**config.mk**
```make
export PLATFORM = sky130hd
export DESIGN_NAME = nibble_serial_adder
export DESIGN_NICKNAME = d
export VERILOG_FILES = /design/src/rtl/nibble_serial_adder.sv
export SDC_FILE = /design/constraint.sdc
export NUM_CORES = 1
export LEC_CHECK = 0
export ABC_AREA = 1
export BUFFER_PORTS_ARGS = -buffer_cell sky130_fd_sc_hd__buf_2
export CAP_MARGIN = 15
export CELL_PAD_IN_SITES_DETAIL_PLACEMENT = 1
export CELL_PAD_IN_SITES_GLOBAL_PLACEMENT = 2
export CORE_MARGIN = 2
export CORE_UTILIZATION = 31
export DETAILED_ROUTE_END_ITERATION = 10
export PLACE_DENSITY_LB_ADDON = 0.1
export SYNTH_ARGS = -nofsm -noshare
export SYNTH_HDL_FRONTEND = slang
export SYNTH_SLANG_ARGS = --single-unit
```
**constraint.sdc**
```tcl
create_clock -name clk -period 4.25 [get_ports clk]
set_clock_uncertainty 0.05 [all_clocks]
set_input_delay 0.425 -clock clk [delete_from_list [all_inputs] [get_ports clk]]
set_output_delay 0.425 -clock clk [all_outputs]
set_load 0.03 [all_outputs]
```
**src/rtl/nibble_serial_adder.sv**
```systemverilog
// nibble_serial_adder: sequences a wide add (N_WORDS slices of n_bit bits)
// through an external combinational n_bit-bit ripple-carry adder, one slice
// per clock, carrying between cycles and presenting the assembled result
// through a valid/ready handshake.
//
// Optional feature macro: SERIAL_ADDER_SUB_EN
//   When defined, an extra 'sub' input selects op_a - op_b (B inverted,
//   carry-in forced to 1). When undefined only addition is available.
module nibble_serial_adder #(
  parameter int n_bit   = 4,
  parameter int N_WORDS = 4
) (
  input  logic                       clk,
  input  logic                       rst,
  input  logic                       in_valid,
  output logic                       in_ready,
  input  logic [N_WORDS*n_bit-1:0]   op_a,
  input  logic [N_WORDS*n_bit-1:0]   op_b,
  input  logic                       cin,
`ifdef SERIAL_ADDER_SUB_EN
  input  logic                       sub,
`endif
  output logic [n_bit-1:0]           add_a,
  output logic [n_bit-1:0]           add_b,
  output logic                       add_cin,
  input  logic [n_bit-1:0]           add_sum,
  input  logic                       add_cout,
  output logic                       res_valid,
  input  logic                       res_ready,
  output logic [N_WORDS*n_bit-1:0]   result,
  output logic                       res_cout,
  output logic                       res_ovf
);

  localparam int W  = N_WORDS * n_bit;
  // The slice counter needs at least one bit even for a single-slice build.
  localparam int KW = (N_WORDS > 1) ? $clog2(N_WORDS) : 1;
  localparam logic [KW-1:0] LAST_K = KW'(N_WORDS - 1);

  typedef enum logic [1:0] {
    IDLE,
    RUN,
    DONE
  } state_t;

  state_t          state_q, state_d;
  logic [W-1:0]    sa_q, sa_d;
  logic [W-1:0]    sb_q, sb_d;
  logic [W-1:0]    res_q, res_d;
  logic            carry_q, carry_d;
  logic [KW-1:0]   k_q, k_d;
  logic            res_cout_q, res_cout_d;
  logic            res_ovf_q, res_ovf_d;

  // State and datapath registers; reset discards any partially built result.
  always_ff @(posedge clk or posedge rst) begin
    if (rst) begin
      state_q    <= IDLE;
      sa_q       <= '0;
      sb_q       <= '0;
      res_q      <= '0;
      carry_q    <= 1'b0;
      k_q        <= '0;
      res_cout_q <= 1'b0;
      res_ovf_q  <= 1'b0;
    end else begin
      state_q    <= state_d;
      sa_q       <= sa_d;
      sb_q       <= sb_d;
      res_q      <= res_d;
      carry_q    <= carry_d;
      k_q        <= k_d;
      res_cout_q <= res_cout_d;
      res_ovf_q  <= res_ovf_d;
    end
  end

  // Next-state, datapath update and adder drive; adder inputs are zero
  // whenever no slice is being summed.
  always_comb begin
    state_d    = state_q;
    sa_d       = sa_q;
    sb_d       = sb_q;
    res_d      = res_q;
    carry_d    = carry_q;
    k_d        = k_q;
    res_cout_d = res_cout_q;
    res_ovf_d  = res_ovf_q;
    in_ready   = 1'b0;
    res_valid  = 1'b0;
    add_a      = '0;
    add_b      = '0;
    add_cin    = 1'b0;

    unique case (state_q)
      IDLE: begin
        in_ready = 1'b1;
        if (in_valid) begin
          sa_d    = op_a;
          sb_d    = op_b;
          carry_d = cin;
`ifdef SERIAL_ADDER_SUB_EN
          // Subtraction as A + ~B + 1; the caller's cin is ignored here.
          if (sub) begin
            sb_d    = ~op_b;
            carry_d = 1'b1;
          end
`endif
          k_d     = '0;
          state_d = RUN;
        end
      end

      RUN: begin
        add_a   = sa_q[n_bit-1:0];
        add_b   = sb_q[n_bit-1:0];
        add_cin = carry_q;
        sa_d    = sa_q >> n_bit;
        sb_d    = sb_q >> n_bit;
        // Each new slice enters at the top, so after N_WORDS shifts slice 0
        // sits at the bottom of the result.
        res_d   = res_q >> n_bit;
        res_d[W-1 -: n_bit] = add_sum;
        carry_d = add_cout;
        if (k_q == LAST_K) begin
          // Carry into the MSB is recovered from the MSB sum bit and inputs.
          res_cout_d = add_cout;
          res_ovf_d  = add_cout ^ (sa_q[n_bit-1] ^ sb_q[n_bit-1] ^ add_sum[n_bit-1]);
          state_d    = DONE;
        end else begin
          k_d = k_q + KW'(1);
        end
      end

      DONE: begin
        res_valid = 1'b1;
        if (res_ready) begin
          state_d = IDLE;
        end
      end

      default: begin
        state_d = IDLE;
      end
    endcase
  end

  assign result   = res_q;
  assign res_cout = res_cout_q;
  assign res_ovf  = res_ovf_q;

endmodule

```
==> results.md <==
- Worst r2r dst: k_q[1]$_DFFE_PP0P_
- Antenna violations before repair: 0
- Synth Instances: 318
- RePlAce Congestion: 0.699
- Worst path max stage delay: 0.84 ns
- Number of buffer and inverter stages on the critical path: 2
- RSZ-0062 raised after global routing: false
- Top delay family on crit path: flip-flops
- Overall Power: 2440 uW
- HPWL after DPL: 4.17 mm
- R2R Setup Slk: 1.72 ns
- CTS root buf: clkbuf_8
- Leakage: 0.00161 uW
- Final setup fails: 0
- Syn avg cell area: 8.06 um2
- # H-tree levels: 2
- Relative slew margins: 38.6%
- Maximum vdd drop: 0.279 mV
- Via Count: 2152
- Total CTS buffers: 5
- Seq/Total Area, Yosys: 53.7%
- CP required: 3.77 ns
- Clk slew on worst S/H paths: 0.10 ns
- 1st-iter DRT viols: 85
- Nets: 422
- Core area: 0.00813 mm2
- Worst Hold Class: input pin to asynchronous set/reset pin
- Largest net degree at the start of global routing: 60
- Seq. cell area: 0.00138 mm2
- Io pins: 71
- Initial DRT Pass Iterations: 4
- Post-route DRC: 0
- Vias in the first global route: 2139
- Layout area overhead: 18.2%
- Routed Antenna Nets: 0
- Setup bufs post-CTS: 0
- Cell area after placement: 0.00295 mm2
- Period Utilization, post-route: 63.9%
- Buffers added on ports: 70
- Netlist cell types: 20
- Routed len/inst: 12.5 um
- Post-synthesis net count: 361
- Clk sinks: 55
- Critical path class: flop to output port
- Number of cells on the worst reg-to-reg path: 5
- WP data arrival: 2.24 ns
- Post-layout minimum cycle time: 2.72 ns
- Synthesis Warnings: 0
- Clk_lat worst skew: 0.30 ns
- Routed Wire Length: 6.07 mm
- Via-per-instance ratio: 4.44
- # diodes: 0
- Gr usage total: 14.4%
- Worst-margin pin slew: 0.918 ns
- Die width: 94.9 um
- First-pass GRT wire length: 10.2 mm
- CP Cell Sequence: nand2_4 > buf_4 > nor2_1 > buf_2
- Startpoint Class: flop
- CP max FO: 42
- Final Instance Area: 0.00303 mm2
- Pwr/cell area: 805 mW/mm2
- Syn Std Cell Area: 0.00256 mm2
- Post-Route Setup TNS: 0 ns
- Area occupied by multi-input gates: 925 um2
- Slowest cell on crit path: dfrtp_1
- Critical path endpoint category: output port
- Share of cells above drive strength 1: 22.9%
- Register bit count reported by yosys: 55
- Final hold viol count: 0
- Site Rows: 33
- Outcome: finished clean
- Clock Path Buffers: 2
- Die Y: 94.9 um
- Fill count: 1051
- R2R Path Start: state_q[0]$_DFFE_PP0P_
- TritonCTS clock tree: yes
- CTS Hold Bufs: 0
- Max-cap violations: 0
- Die area: 0.00901 mm2
- Max frequency: 0.368 GHz
- Cts repair resizes: 0
- GRT overflow: 0
- Max Slew Vio Count: 0
- Starting density of the core: 31.5%
==> cells by family after synthesis <==
logic type | share of synthesized area [%]
AND/OR/NAND/NOR | 22.8
AO/OA/AOI/OAI | 12.4
buffers and inverters | 10.2
flip-flops | 53.7
XOR/XNOR | 0.342
adder cells (fa/ha/maj) | 0.488
==> power breakdown <==
part           internal, uW  switching [uW]  total, uW
logic                   358             895       1250
clock network           116             168        284
registers               763             136        900
==> layer usage <==
metal / global-route usage [%] / routed length [um]
met2: 22.6 / 2720
met1: 20.4 / 3050
met4: 3.99 / 67
met3: 2.47 / 225
met5: 0 / 0
==> state kept, by name, indices dropped and copies added, names as in the netlist <==
signal	count
carry_q	1
result	16
res_cout	1
res_ovf	1
sb_q	16
k_q	2
sa_q	16
state_q	2
==> placed cells by master, fill, tap and decap left out <==
master and instances:
buf_2 70, buf_4 2, clkbuf_1 2, clkbuf_8 5, clkinv_2 1, dfrtp_1 55, ha_1 1, inv_1 38
inv_2 2, nand2_1 103, nand2_2 1, nand2_4 1, nand3_1 25, nor2_1 10, nor2_2 1, nor2_4 1
o21ai_0 54, o21ai_1 3, o21ai_2 3, o31ai_1 1, xnor2_1 1
==> worst min-delay path: stages <==
cell and delay (ns):
buf_2 0.10, inv_2 0.03, buf_4 0.56
==> cells in the mapped netlist, drive strengths merged <==
| master | number | area, um2 |
|---|---|---|
| buf | 10 | 81.3 |
| clkbuf | 8 | 31.3 |
| dfrtp | 55 | 1380 |
| ha | 1 | 12.5 |
| inv | 40 | 150 |
| nand2 | 105 | 404 |
| nand3 | 25 | 125 |
| nor2 | 12 | 55.1 |
| o21ai | 60 | 312 |
| o31ai | 1 | 7.51 |
| xnor2 | 1 | 8.76 |
==> area by class of cell <==
cell class | count | area share [%]
clock buffer | 7 | 2.52
clock inverter | 1 | 0.165
inverter | 40 | 4.96
multi-input combinational | 205 | 30.5
sequential | 55 | 45.4
tap | 105 | 4.34
timing repair buffer | 72 | 12.1
==> worst max-delay path by stage <==
| stage | endpoint | slack [ns] | start | depth (start not counted) |
|---|---|---|---|---|
| finish | add_cin | 1.53 | state_q[0]$_DFFE_PP0P_ | 4 |
| global placement | k_q[1]$_DFFE_PP0P_ | 1.69 | state_q[0]$_DFFE_PP0P_ | 5 |
| global route | add_cin | 1.30 | state_q[0]$_DFFE_PP0P_ | 4 |
| CTS | add_cin | 1.47 | state_q[0]$_DFFE_PP0P_ | 4 |
| detailed placement | k_q[1]$_DFFE_PP0P_ | 1.64 | state_q[0]$_DFFE_PP0P_ | 5 |
| floorplan | carry_q$_DFFE_PP0P_ | 2.43 | rst | 1 |
==> stage by stage <==
step	hold slack (ns)	worst slack (ns)	cells	utilization [%]
final	0.261	1.53	485	37.2
after global routing	0.254	1.30	485	37.2
after CTS	0.254	1.47	485	37.2
after detailed placement	0.406	1.64	477	36.2
after global placement	0.404	1.69	477	36.2
after floorplan	0.396	2.43	318	-
Power figures use the tool's default switching activity.
